### config.mk
export PLATFORM = sky130hd
export DESIGN_NAME = dcache_ctrl_flat
export DESIGN_NICKNAME = d
export VERILOG_FILES = /design/src/rtl/dcache_pkg.sv /design/src/rtl/dcache_if.sv /design/src/rtl/dcache_victim_sel.sv /design/src/rtl/dcache_ctrl.sv /design/src/flat_wrapper.sv
export SDC_FILE = /design/constraint.sdc
export NUM_CORES = 2
export LEC_CHECK = 0
export BUFFER_PORTS_ARGS = -buffer_cell sky130_fd_sc_hd__buf_2
export CAP_MARGIN = 20
export CORE_MARGIN = 1.5
export CORE_UTILIZATION = 45
export CTS_BUF_LIST = sky130_fd_sc_hd__clkbuf_4
export DETAILED_ROUTE_END_ITERATION = 8
export SLEW_MARGIN = 20
export SYNTH_ARGS = -nofsm -noshare
export SYNTH_HDL_FRONTEND = slang
export SYNTH_HIERARCHICAL = 1
export SYNTH_SLANG_ARGS = --single-unit
### constraint.sdc
create_clock -name clk -period 4.8 [get_ports clk]
set_clock_uncertainty 0.05 [all_clocks]
set_input_delay 0.72 -clock clk [delete_from_list [all_inputs] [get_ports clk]]
set_output_delay 0.72 -clock clk [all_outputs]
set_load 0.05 [all_outputs]
### src/rtl/dcache_pkg.sv
// Shared constants for the data cache: FSM encodings, default geometry and tag sizing.
// Latency: n/a (declarations only).
// Backpressure: n/a.
package dcache_pkg;

    localparam int LINES = 16;
    localparam int OFF_W = 3;
    localparam int IDX_W = $clog2(LINES);

    localparam logic [1:0] IDLE   = 2'd0;
    localparam logic [1:0] REFILL = 2'd1;
    localparam logic [1:0] RESP   = 2'd2;
    localparam logic [1:0] WR_MEM = 2'd3;

    function automatic int tagWidth(input int addrW, input int offW);
        return addrW - offW;
    endfunction

endpackage

### src/rtl/dcache_if.sv
// Pipeline-side and memory-side bundles of the data cache controller.
// Latency: n/a (wiring only).
// Backpressure: stall on the pipeline side, level req held until one-cycle ack on the memory side.
interface dcache_cpu_if #(
    parameter int ADDR_W = 32,
    parameter int DATA_W = 32
);
    logic              MemRead;
    logic              MemWrite;
    logic [ADDR_W-1:0] ALU_Result;
    logic [DATA_W-1:0] Read_data2;
    logic [DATA_W-1:0] Read_data;
    logic              stall;

    modport master (output MemRead, MemWrite, ALU_Result, Read_data2,
                    input  Read_data, stall);
    modport slave  (input  MemRead, MemWrite, ALU_Result, Read_data2,
                    output Read_data, stall);
endinterface

interface dcache_mem_if #(
    parameter int ADDR_W = 32,
    parameter int DATA_W = 32
);
    logic              mem_req;
    logic              mem_we;
    logic [ADDR_W-1:0] mem_addr;
    logic [DATA_W-1:0] mem_wdata;
    logic              mem_ack;
    logic [DATA_W-1:0] mem_rdata;

    modport master (output mem_req, mem_we, mem_addr, mem_wdata,
                    input  mem_ack, mem_rdata);
    modport slave  (input  mem_req, mem_we, mem_addr, mem_wdata,
                    output mem_ack, mem_rdata);
endinterface

### src/rtl/dcache_victim_sel.sv
// Picks the refill victim: lowest-index invalid line, else the round-robin pointer.
// Latency: combinational.
// Backpressure: none.
module dcache_victim_sel
    import dcache_pkg::*;
#(
    parameter int LINES = dcache_pkg::LINES,
    parameter int IW    = $clog2(LINES)
) (
    input  logic [LINES-1:0] lineValid,
    input  logic [IW-1:0]    rrPtr,
    output logic [IW-1:0]    victim,
    output logic             victimValid
);

    // Descending scan so the lowest free index is the last one written.
    always_comb begin
        victim      = rrPtr;
        victimValid = 1'b1;
        for (int i = LINES - 1; i >= 0; i--) begin
            if (!lineValid[i]) begin
                victim      = IW'(i);
                victimValid = 1'b0;
            end
        end
    end

endmodule

### src/rtl/dcache_ctrl.sv
// Fully associative, write-through, no-write-allocate data cache with miss refill FSM.
// Latency: load hit 0 cycles; load miss stalls until ack, data in the following cycle; store stalls until ack.
// Backpressure: stall to the pipeline; optional hit/miss counters under DCACHE_PERF_CNT_EN.
module dcache_ctrl
    import dcache_pkg::*;
#(
    parameter int LINES  = dcache_pkg::LINES,
    parameter int ADDR_W = 32,
    parameter int DATA_W = 32,
    parameter int OFF_W  = dcache_pkg::OFF_W
) (
    input  logic         clk,
    input  logic         reset_n,
    dcache_cpu_if.slave  cpu,
    dcache_mem_if.master mem
`ifdef DCACHE_PERF_CNT_EN
    ,
    output logic [31:0]  hit_count,
    output logic [31:0]  miss_count
`endif
);

    localparam int IW = $clog2(LINES);
    localparam int TW = tagWidth(ADDR_W, OFF_W);

    logic [1:0]        state;
    logic [LINES-1:0]  lineValid;
    logic [TW-1:0]     lineTag  [LINES];
    logic [DATA_W-1:0] lineData [LINES];
    logic [IW-1:0]     rrPtr;

    logic              memReqQ;
    logic              memWeQ;
    logic [ADDR_W-1:0] memAddrQ;
    logic [DATA_W-1:0] memWdataQ;
    logic [DATA_W-1:0] rdQ;

    logic [TW-1:0]     reqTag;
    logic              isLoad;
    logic              isStore;
    logic              hit;
    logic [IW-1:0]     hitIdx;
    logic [IW-1:0]     victim;
    logic              victimValid;
    logic              stallC;
    logic              unusedOffBits;

    assign reqTag        = cpu.ALU_Result[ADDR_W-1:OFF_W];
    assign unusedOffBits = ^cpu.ALU_Result[OFF_W-1:0];
    // A combined read/write request behaves as a plain load.
    assign isLoad        = cpu.MemRead;
    assign isStore       = cpu.MemWrite & ~cpu.MemRead;

    always_comb begin
        hit    = 1'b0;
        hitIdx = '0;
        for (int i = 0; i < LINES; i++) begin
            if (lineValid[i] && (lineTag[i] == reqTag)) begin
                hit    = 1'b1;
                hitIdx = IW'(i);
            end
        end
    end

    dcache_victim_sel #(
        .LINES (LINES),
        .IW    (IW)
    ) u_victim_sel (
        .lineValid   (lineValid),
        .rrPtr       (rrPtr),
        .victim      (victim),
        .victimValid (victimValid)
    );

    always_comb begin
        stallC = 1'b0;
        case (state)
            IDLE:    stallC = (isLoad & ~hit) | isStore;
            REFILL:  stallC = 1'b1;
            WR_MEM:  stallC = ~mem.mem_ack;
            default: stallC = 1'b0;
        endcase
    end

    // Reset must release the pipeline at once even if a request is still presented.
    assign cpu.stall     = stallC & reset_n;
    assign cpu.Read_data = ((state == IDLE) && isLoad && hit) ? lineData[hitIdx] : rdQ;

    assign mem.mem_req   = memReqQ & ~((state == WR_MEM) & mem.mem_ack);
    assign mem.mem_we    = memWeQ;
    assign mem.mem_addr  = memAddrQ;
    assign mem.mem_wdata = memWdataQ;

    always_ff @(posedge clk or negedge reset_n) begin
        if (!reset_n) begin
            state     <= IDLE;
            lineValid <= '0;
            rrPtr     <= '0;
            memReqQ   <= 1'b0;
            memWeQ    <= 1'b0;
            memAddrQ  <= '0;
            memWdataQ <= '0;
            rdQ       <= '0;
        end else begin
            case (state)
                IDLE: begin
                    if (isLoad) begin
                        if (hit) begin
                            rdQ <= lineData[hitIdx];
                        end else begin
                            memAddrQ <= {reqTag, {OFF_W{1'b0}}};
                            memReqQ  <= 1'b1;
                            memWeQ   <= 1'b0;
                            state    <= REFILL;
                        end
                    end else if (isStore) begin
                        memAddrQ  <= {reqTag, {OFF_W{1'b0}}};
                        memWdataQ <= cpu.Read_data2;
                        memReqQ   <= 1'b1;
                        memWeQ    <= 1'b1;
                        state     <= WR_MEM;
                    end
                end
                REFILL: begin
                    if (mem.mem_ack) begin
                        memReqQ           <= 1'b0;
                        rdQ               <= mem.mem_rdata;
                        lineValid[victim] <= 1'b1;
                        // Filling an empty line leaves the replacement order untouched.
                        if (victimValid) begin
                            rrPtr <= rrPtr + 1'b1;
                        end
                        state <= RESP;
                    end
                end
                RESP: begin
                    state <= IDLE;
                end
                WR_MEM: begin
                    if (mem.mem_ack) begin
                        memReqQ <= 1'b0;
                        state   <= IDLE;
                    end
                end
                default: begin
                    state <= IDLE;
                end
            endcase
        end
    end

    // Tag/data payload needs no reset; lineValid qualifies every use.
    always_ff @(posedge clk) begin
        if ((state == IDLE) && isStore && hit) begin
            lineData[hitIdx] <= cpu.Read_data2;
        end else if ((state == REFILL) && mem.mem_ack) begin
            lineData[victim] <= mem.mem_rdata;
            lineTag[victim]  <= memAddrQ[ADDR_W-1:OFF_W];
        end
    end

`ifdef DCACHE_PERF_CNT_EN
    always_ff @(posedge clk or negedge reset_n) begin
        if (!reset_n) begin
            hit_count  <= '0;
            miss_count <= '0;
        end else if ((state == IDLE) && isLoad) begin
            if (hit) begin
                if (hit_count != 32'hFFFF_FFFF) begin
                    hit_count <= hit_count + 32'd1;
                end
            end else if (miss_count != 32'hFFFF_FFFF) begin
                miss_count <= miss_count + 32'd1;
            end
        end
    end
`endif

endmodule

### src/flat_wrapper.sv
// flat-port wrapper written by rule: the top's interface ports become plain ports
module dcache_ctrl_flat import dcache_pkg::*;
#(
    parameter int LINES  = dcache_pkg::LINES,
    parameter int ADDR_W = 32,
    parameter int DATA_W = 32,
    parameter int OFF_W  = dcache_pkg::OFF_W
)
  (clk, reset_n, cpu_MemRead, cpu_MemWrite, cpu_ALU_Result, cpu_Read_data2, cpu_Read_data, cpu_stall, mem_mem_req, mem_mem_we, mem_mem_addr, mem_mem_wdata, mem_mem_ack, mem_mem_rdata);
  dcache_cpu_if #(.ADDR_W(ADDR_W), .DATA_W(DATA_W)) cpu_i ();
  dcache_mem_if #(.ADDR_W(ADDR_W), .DATA_W(DATA_W)) mem_i ();
  input  logic clk;
  input  logic reset_n;
  input wire logic [$bits(cpu_i.MemRead)-1:0] cpu_MemRead;
  input wire logic [$bits(cpu_i.MemWrite)-1:0] cpu_MemWrite;
  input wire logic [$bits(cpu_i.ALU_Result)-1:0] cpu_ALU_Result;
  input wire logic [$bits(cpu_i.Read_data2)-1:0] cpu_Read_data2;
  output wire logic [$bits(cpu_i.Read_data)-1:0] cpu_Read_data;
  output wire logic [$bits(cpu_i.stall)-1:0] cpu_stall;
  output wire logic [$bits(mem_i.mem_req)-1:0] mem_mem_req;
  output wire logic [$bits(mem_i.mem_we)-1:0] mem_mem_we;
  output wire logic [$bits(mem_i.mem_addr)-1:0] mem_mem_addr;
  output wire logic [$bits(mem_i.mem_wdata)-1:0] mem_mem_wdata;
  input wire logic [$bits(mem_i.mem_ack)-1:0] mem_mem_ack;
  input wire logic [$bits(mem_i.mem_rdata)-1:0] mem_mem_rdata;
  assign cpu_i.MemRead = cpu_MemRead;
  assign cpu_i.MemWrite = cpu_MemWrite;
  assign cpu_i.ALU_Result = cpu_ALU_Result;
  assign cpu_i.Read_data2 = cpu_Read_data2;
  assign cpu_Read_data = cpu_i.Read_data;
  assign cpu_stall = cpu_i.stall;
  assign mem_mem_req = mem_i.mem_req;
  assign mem_mem_we = mem_i.mem_we;
  assign mem_mem_addr = mem_i.mem_addr;
  assign mem_mem_wdata = mem_i.mem_wdata;
  assign mem_i.mem_ack = mem_mem_ack;
  assign mem_i.mem_rdata = mem_mem_rdata;
  dcache_ctrl #(.LINES(LINES), .ADDR_W(ADDR_W), .DATA_W(DATA_W), .OFF_W(OFF_W)) u_core (.clk(clk), .reset_n(reset_n), .cpu(cpu_i), .mem(mem_i));
endmodule
## Yosys cells after proc, flatten, opt, wreduce, memory -nomap -nowiden

Memories as Yosys holds them, arrays and structs flattened.
Index checks and enable logic that the tools add are counted.

- Equality and inequality tests: 27
- Bitwise operators: 11
- Order comparisons: 2
- Add/sub/neg operators: 1
- Mux-type cells: 95
- Reduce and logical (&&, ||, !) cells: 35

Operators by type and width:

| cell | count |
|---|---|
| $eq A29 B29 Y1 | 16 |
| $mux W32 | 8 |
| $mux W4 | 25 |
| $pmux W32 S2 | 1 |
| $mux W1 | 46 |
| $reduce_or A32 Y1 | 1 |
| $logic_and A1 B1 Y1 | 22 |
| $or A16 B16 Y16 | 1 |
| $mux W2 | 7 |
| $mux W3 | 4 |
| $reduce_and A4 Y1 | 3 |
| $reduce_and A3 Y1 | 3 |
| $ne A2 B2 Y1 const B | 4 |
| $pmux W2 S4 | 1 |
| $reduce_bool A2 Y1 | 3 |
| $and A1 B1 Y1 | 5 |
| $lt A4 B5 Y1 const B | 1 |
| $add A4 B1 Y4 const B | 1 |
| $demux W1 S4 | 1 |
| $eq A2 B2 Y1 const B | 2 |
| $ge A4 B1 Y1 const B | 1 |
| $ne A2 B1 Y1 const B | 2 |
| $not A1 Y1 | 4 |
| $ne A3 B2 Y1 const B | 1 |
| 8 further kinds | 8 |

- RAM bits: 976
- Output and inout port bits: 99
- Input port bits: 101
- Memories: 2
- Register bits: 120
- Word-level logic and storage cells: 181

Memory list:

| name | depth | bits a word | read ports | clocked after memory_dff | write ports | line | source |
|---|---|---|---|---|---|---|---|
| u_core.lineData | 16 | 32 | 1 | 0 | 1 | dcache_ctrl.sv:29 | `logic [DATA_W-1:0] lineData [LINES];` |
| u_core.lineTag | 16 | 29 | 16 | 0 | 1 | dcache_ctrl.sv:28 | `logic [TW-1:0] lineTag [LINES];` |

## Longest topological paths before layout

An unclocked memory read counts as a cell.

- Word-level depth: 24
- Gate-level depth with buffers: 17
- Mapped depth without buffers: 12

## Hierarchy

The synthesis kept the hierarchy.

Modules (own cells, without submodules):

| module | area an instance (µm²) | seq. area each (µm²) | instances | cells an instance |
|---|---|---|---|---|
| dcache_ctrl | 46618.5 | 32235.9 | 1 | 3196 |
| dcache_victim_sel | 202.7 | 0.0 | 1 | 34 |

## Least setup slack after synthesis

No wires, ideal clock.

- Path kind: input -> register
- Start: in cpu_ALU_Result[3]
- End: mem u_core/lineTag[3][0] (netlist bit) (enable)
- Cell stages on the path: 11
- Path slack: -1.188 ns
- Setup time: 0.498 ns
- Arrival time: 5.440 ns
- Buffers on the path: 2
- Cells stage by stage: buf_2 -> buf_2 -> inv_1 -> o22ai_1 -> nor4_1 -> and3_1 -> nand2b_1 -> nor3_1 -> and2_1 -> nand2b_1 -> nor4b_1

- Longest elaborated chain between the ends: 21

RTL lines:

| what | line | source |
|---|---|---|
| from (decl) | flat_wrapper.sv:16 | `input wire logic [$bits(cpu_i.ALU_Result)-1:0] cpu_ALU_Result;` |
| $eq A29 B29 Y1 | dcache_ctrl.sv:58 | `if (lineValid[i] && (lineTag[i] == reqTag)) begin` |
| $logic_and A1 B1 Y1 | dcache_ctrl.sv:58 |  |
| $mux W1 (15 in series) | dcache_ctrl.sv:58 |  |
| $mux W1 (*) | dcache_ctrl.sv:58 |  |
| $logic_and A1 B1 Y1 (*) | dcache_ctrl.sv:154 | `if ((state == IDLE) && isStore && hit) begin` |
| $mux W1 (*) | dcache_ctrl.sv:154 |  |
| $mux W1 (not written as such) (*) | dcache_ctrl.sv:158 | `lineTag[victim] <= memAddrQ[ADDR_W-1:OFF_W];` |
| to (decl) | dcache_ctrl.sv:28 |  |

Mark *: on every way between the ends. The rest lies on a longest branch, timed or not.

==> summary.md <==
| Metric | Value |
|---|---|
| Syn Area/Cell | `14.5 sq um` |
| Seq/Total Area, Yosys | `just under 70%` |
| Beginning of the critical path | `u_core/lineTag[4][16]` |
| Pwr per Cell Area | `between 400 and 500 nW/um^2` |
| Clk sinks | `1093` |
| Post-synthesis async set-or-reset flop share | `approximately 11%` |
| CP Data Required Time | `4.03 ns` |
| EDFF count, synth | `976` |
| Yosys warnings | `6` |
| Remaining antenna violation count after routing | `0` |
| Placed instance count | `5215` |
| Outcome | `complete, but fails checks` |
| RSZ-0062 raised after global routing | `yes` |
| # IOs | `200` |
| Post-route worst setup slack | `-1.02 ns` |
| Final WL | `157000 um` |
| Worst r2r src | `u_core/lineTag[4][16]` |
| Worst skew pair latency | `1.21 ns` |
| Routed wire per std cell | `26.7 um` |
| Max-slew violations | `0` |
| Max Cap Viol | `0` |
| Dominant cells by area after synthesis | `edfxtp_1 63%, xnor2_1 7.3%, dfrtp_1 6.3%` |
| Worst Hold Class | `in2reg` |
| Top_reg_cell synth | `edfxtp_1` |
| Max Buffers Root-to-Sink | `4` |
| Fin util | `59.7%` |
| Max incr delay on CP | `0.41 ns` |
| Cell mode on critical path | `buf_6` |
| Failing checks | `negative setup slack` |
| Std-Cell Rows | `118` |
| Leakage | `0.0236 uW` |
| Via/cell ratio | `roughly 5.7` |
| Dominant cell type by area after synthesis | `edfxtp_1` |
| M2 GR Usage | `46.9%` |
| Height of the die | `326 um` |
| HPWL after DPL | `99900 um` |
| Crit-path cells | `xnor2_2 > nand4_1 > nor4_4 > nand2_2 > buf_6 > o211ai_4 > a221oi_4 > buf_4 > or2_4 > buf_6 > nor2_4 > buf_8 > buf_8 > a22o_1 > nor2_2 > a21oi_2 > buf_4 > o21ai_4 > buf_6` |
| Non-Filler Instances | `slightly below 6k` |
| GP Congestion | `0.940` |
| Max Clock Freq | `172 MHz` |
| Post-synth top area share | `62.6%` |
| Gr usage total | `slightly below 30%` |
| Die X | `326 um` |
| Final Hold Viols | `0` |
| Max_slew headroom | `26.1%` |
| Final count of negative-setup-slack endpoints | `33` |
| Number of detailed-route iterations in the first pass | `6` |
| Crit path max fanout | `8` |
| Layout cells sized above 1 | `a little under two fifths` |
| CTS tree | `done` |
| Core ar. | `103000 sq um` |
| Mapped Cells | `around 3.2k` |
| Synth Register Bits | `around 1.1k` |
| # port buffers | `193` |
| Initial antenna violation count | `7` |
| Fin crit share | `121%` |
| H-tree depth | `5` |
| Drt drc | `0` |
| Crit start category | `register` |
| Pin count of the biggest net entering global routing | `45` |
| Met3 usage | `6.64%` |
| Clk slew on worst S/H paths | `approximately 0.06 ns` |
| CP max-delay cell | `edfxtp_1` |
| DR vias | `33.5k` |
| Total congestion overflow | `0` |
| Vias in the first global route | `33.8k` |
| Min-delay src | `cpu_ALU_Result[10]` |
| Global-route wire length before repair | `221000 um` |
| Die ar. | `approximately 110000 sq um` |
| Met1 GRT Util | `between 30 and 40%` |
| Post-route minimum period | `between 5 and 6 ns` |
| Synthesized area | `around 47000 sq um` |
| Total CTS buffers | `between 300 and 400` |
| Critical path type | `reg2out` |
| Layout area overhead | `31.8%` |
| GR peak layer | `met2` |
| Peak supply drop | `0.884 mV` |
| Initial core utilization | `about 45%` |
| Slew of the pin with the lowest slew margin | `1.11 ns` |
| Worst path arrival time | `5.05 ns` |
| CTS Root Cell | `clkbuf_4` |
| Yosys cell types | `75` |
| CP endpoint kind | `output pin` |
| Fin nets | `4382` |
| Detailed Route Iter0 Violations | `3212` |
synth_stat cells (62+ instances only):
| cell type | n |
|---|---|
| mux2_2 | 62 |
| nand2_1 | 269 |
| dfrtp_1 | 117 |
| a21oi_1 | 72 |
| clkbuf_1 | 66 |
| nand4_1 | 183 |
| o21ai_0 | 88 |
| xor2_1 | 68 |
| xnor2_1 | 390 |
| nor2_1 | 120 |
| edfxtp_1 | 976 |
| buf_2 | 70 |
| mux2i_1 | 200 |
| nor4_1 | 72 |
final cells by class:
class,count,area (sq um)
diodes,2,5.00
clock buffers,450,3380
clock inverters,66,393
fillers,8079,41700
inverters,36,135
multi-input cells,1937,15800
flip-flops and latches,1093,32200
well taps,1380,1730
repair buffers,909,8000
worst max-delay path, delay by kind of cell, from the launching register on:
kind | cells | cell delay [ns]
AOI/OAI and AO/OA | 5 | 0.52
DFF | 1 | 0.41
and+or+nand+nor | 6 | 1.51
xor gates and xnor gates | 1 | 0.30
buffers and inverters | 7 | 1.09
registers in the layout (all words and copies together) (netlist names):
register / flops
u_core/lineData: 512
u_core/lineTag: 464
u_core/mem.mem_wdata: 32
u_core/rdQ: 32
u_core/mem.mem_addr: 29
u_core/lineValid: 16
u_core/rrPtr: 4
u_core/state: 2
u_core/mem.mem_we: 1
u_core/memReqQ: 1
path summary, 6_finish.rpt:
kind	cells past startpoint	slack (ns)	to
worst max-delay path	19	-1.02	cpu_Read_data[24]
worst min-delay path	3	0.16	u_core/mem.mem_addr[10]
worst max register to register	17	0.39	u_core/lineData[2][12]
worst min register to register	1	0.43	u_core/mem.mem_we
max in group asynchronous	4	3.23	u_core/mem.mem_addr[14]
min in group asynchronous	3	0.26	u_core/mem.mem_addr[10]
power by group:
part	switching, uW	internal (uW)	leakage (uW)
Combinational	4840	1820	0.0112
Sequential	474	11900	0.0101
Clock	3800	4530	0.00227
Total	9120	18300	0.0236
per-layer routing:
layer	wire (um)	part of all wire (%)	vias to the layer above
met1	60500	39	16800
met5	13	0.0083	-
li1	-	-	14600
met4	6780	4.3	2
met2	75600	48	1812
met3	14000	8.9	344
placed cells by master, fill, tap and decap left out, types with 54 or more instances in the layout:
cell type | synthesis | final
o21ai_0 | 88 | 54
clkbuf_4 | 0 | 450
mux2i_1 | 200 | 198
dlygate4sd3_1 | 0 | 71
nor2_1 | 120 | 72
nand2_1 | 269 | 261
mux2_2 | 62 | 62
xnor2_1 | 390 | 345
edfxtp_1 | 976 | 976
buf_2 | 70 | 160
buf_4 | 20 | 530
xor2_1 | 68 | 68
buf_12 | 0 | 71
nand4_1 | 183 | 183
dfrtp_1 | 117 | 115
through the flow:
step	total power [uW]	cell area [sq um]	worst slack [ns]	TNS (ns)	hold slack, ns
floorplan	15800	47200	-0.393	-108.29	0.374
global placement	18700	54400	-1.04	-316.49	0.406
detailed placement	18900	54400	-1.06	-334.82	0.410
CTS	27400	60100	-1.15	-34.57	0.0209
global route	28300	61700	-1.21	-36.10	0.0784
finish	27400	61700	-1.02	-30.55	0.160
logic make-up (layout without fill, tap and decap cells):
logic type | after synthesis | in the layout | share of synthesized area, %
other cells | 1 | 5 | 0.00801
buf+inv | 203 | 1461 | 2.07
xor+xnor | 458 | 458 | 8.57
flops | 1093 | 1093 | 68.8
mux | 262 | 262 | 5.77
fa+ha+maj | 1 | 1 | 0.0267
compound gates | 389 | 389 | 5.71
simple gates | 823 | 824 | 8.99
what timing repair did:
item / in CTS / in global routing
pin swaps: 46 / 116
hold endpoints to repair: 143 / 0
buffers inserted: 29 / 51
hold buffers: 72 / 0
gates cloned: 6 / 7
endpoints found under the setup margin: 33 / 33
gates resized for setup: 192 / 224
No activity file was read; power rests on OpenSTA's default activity.
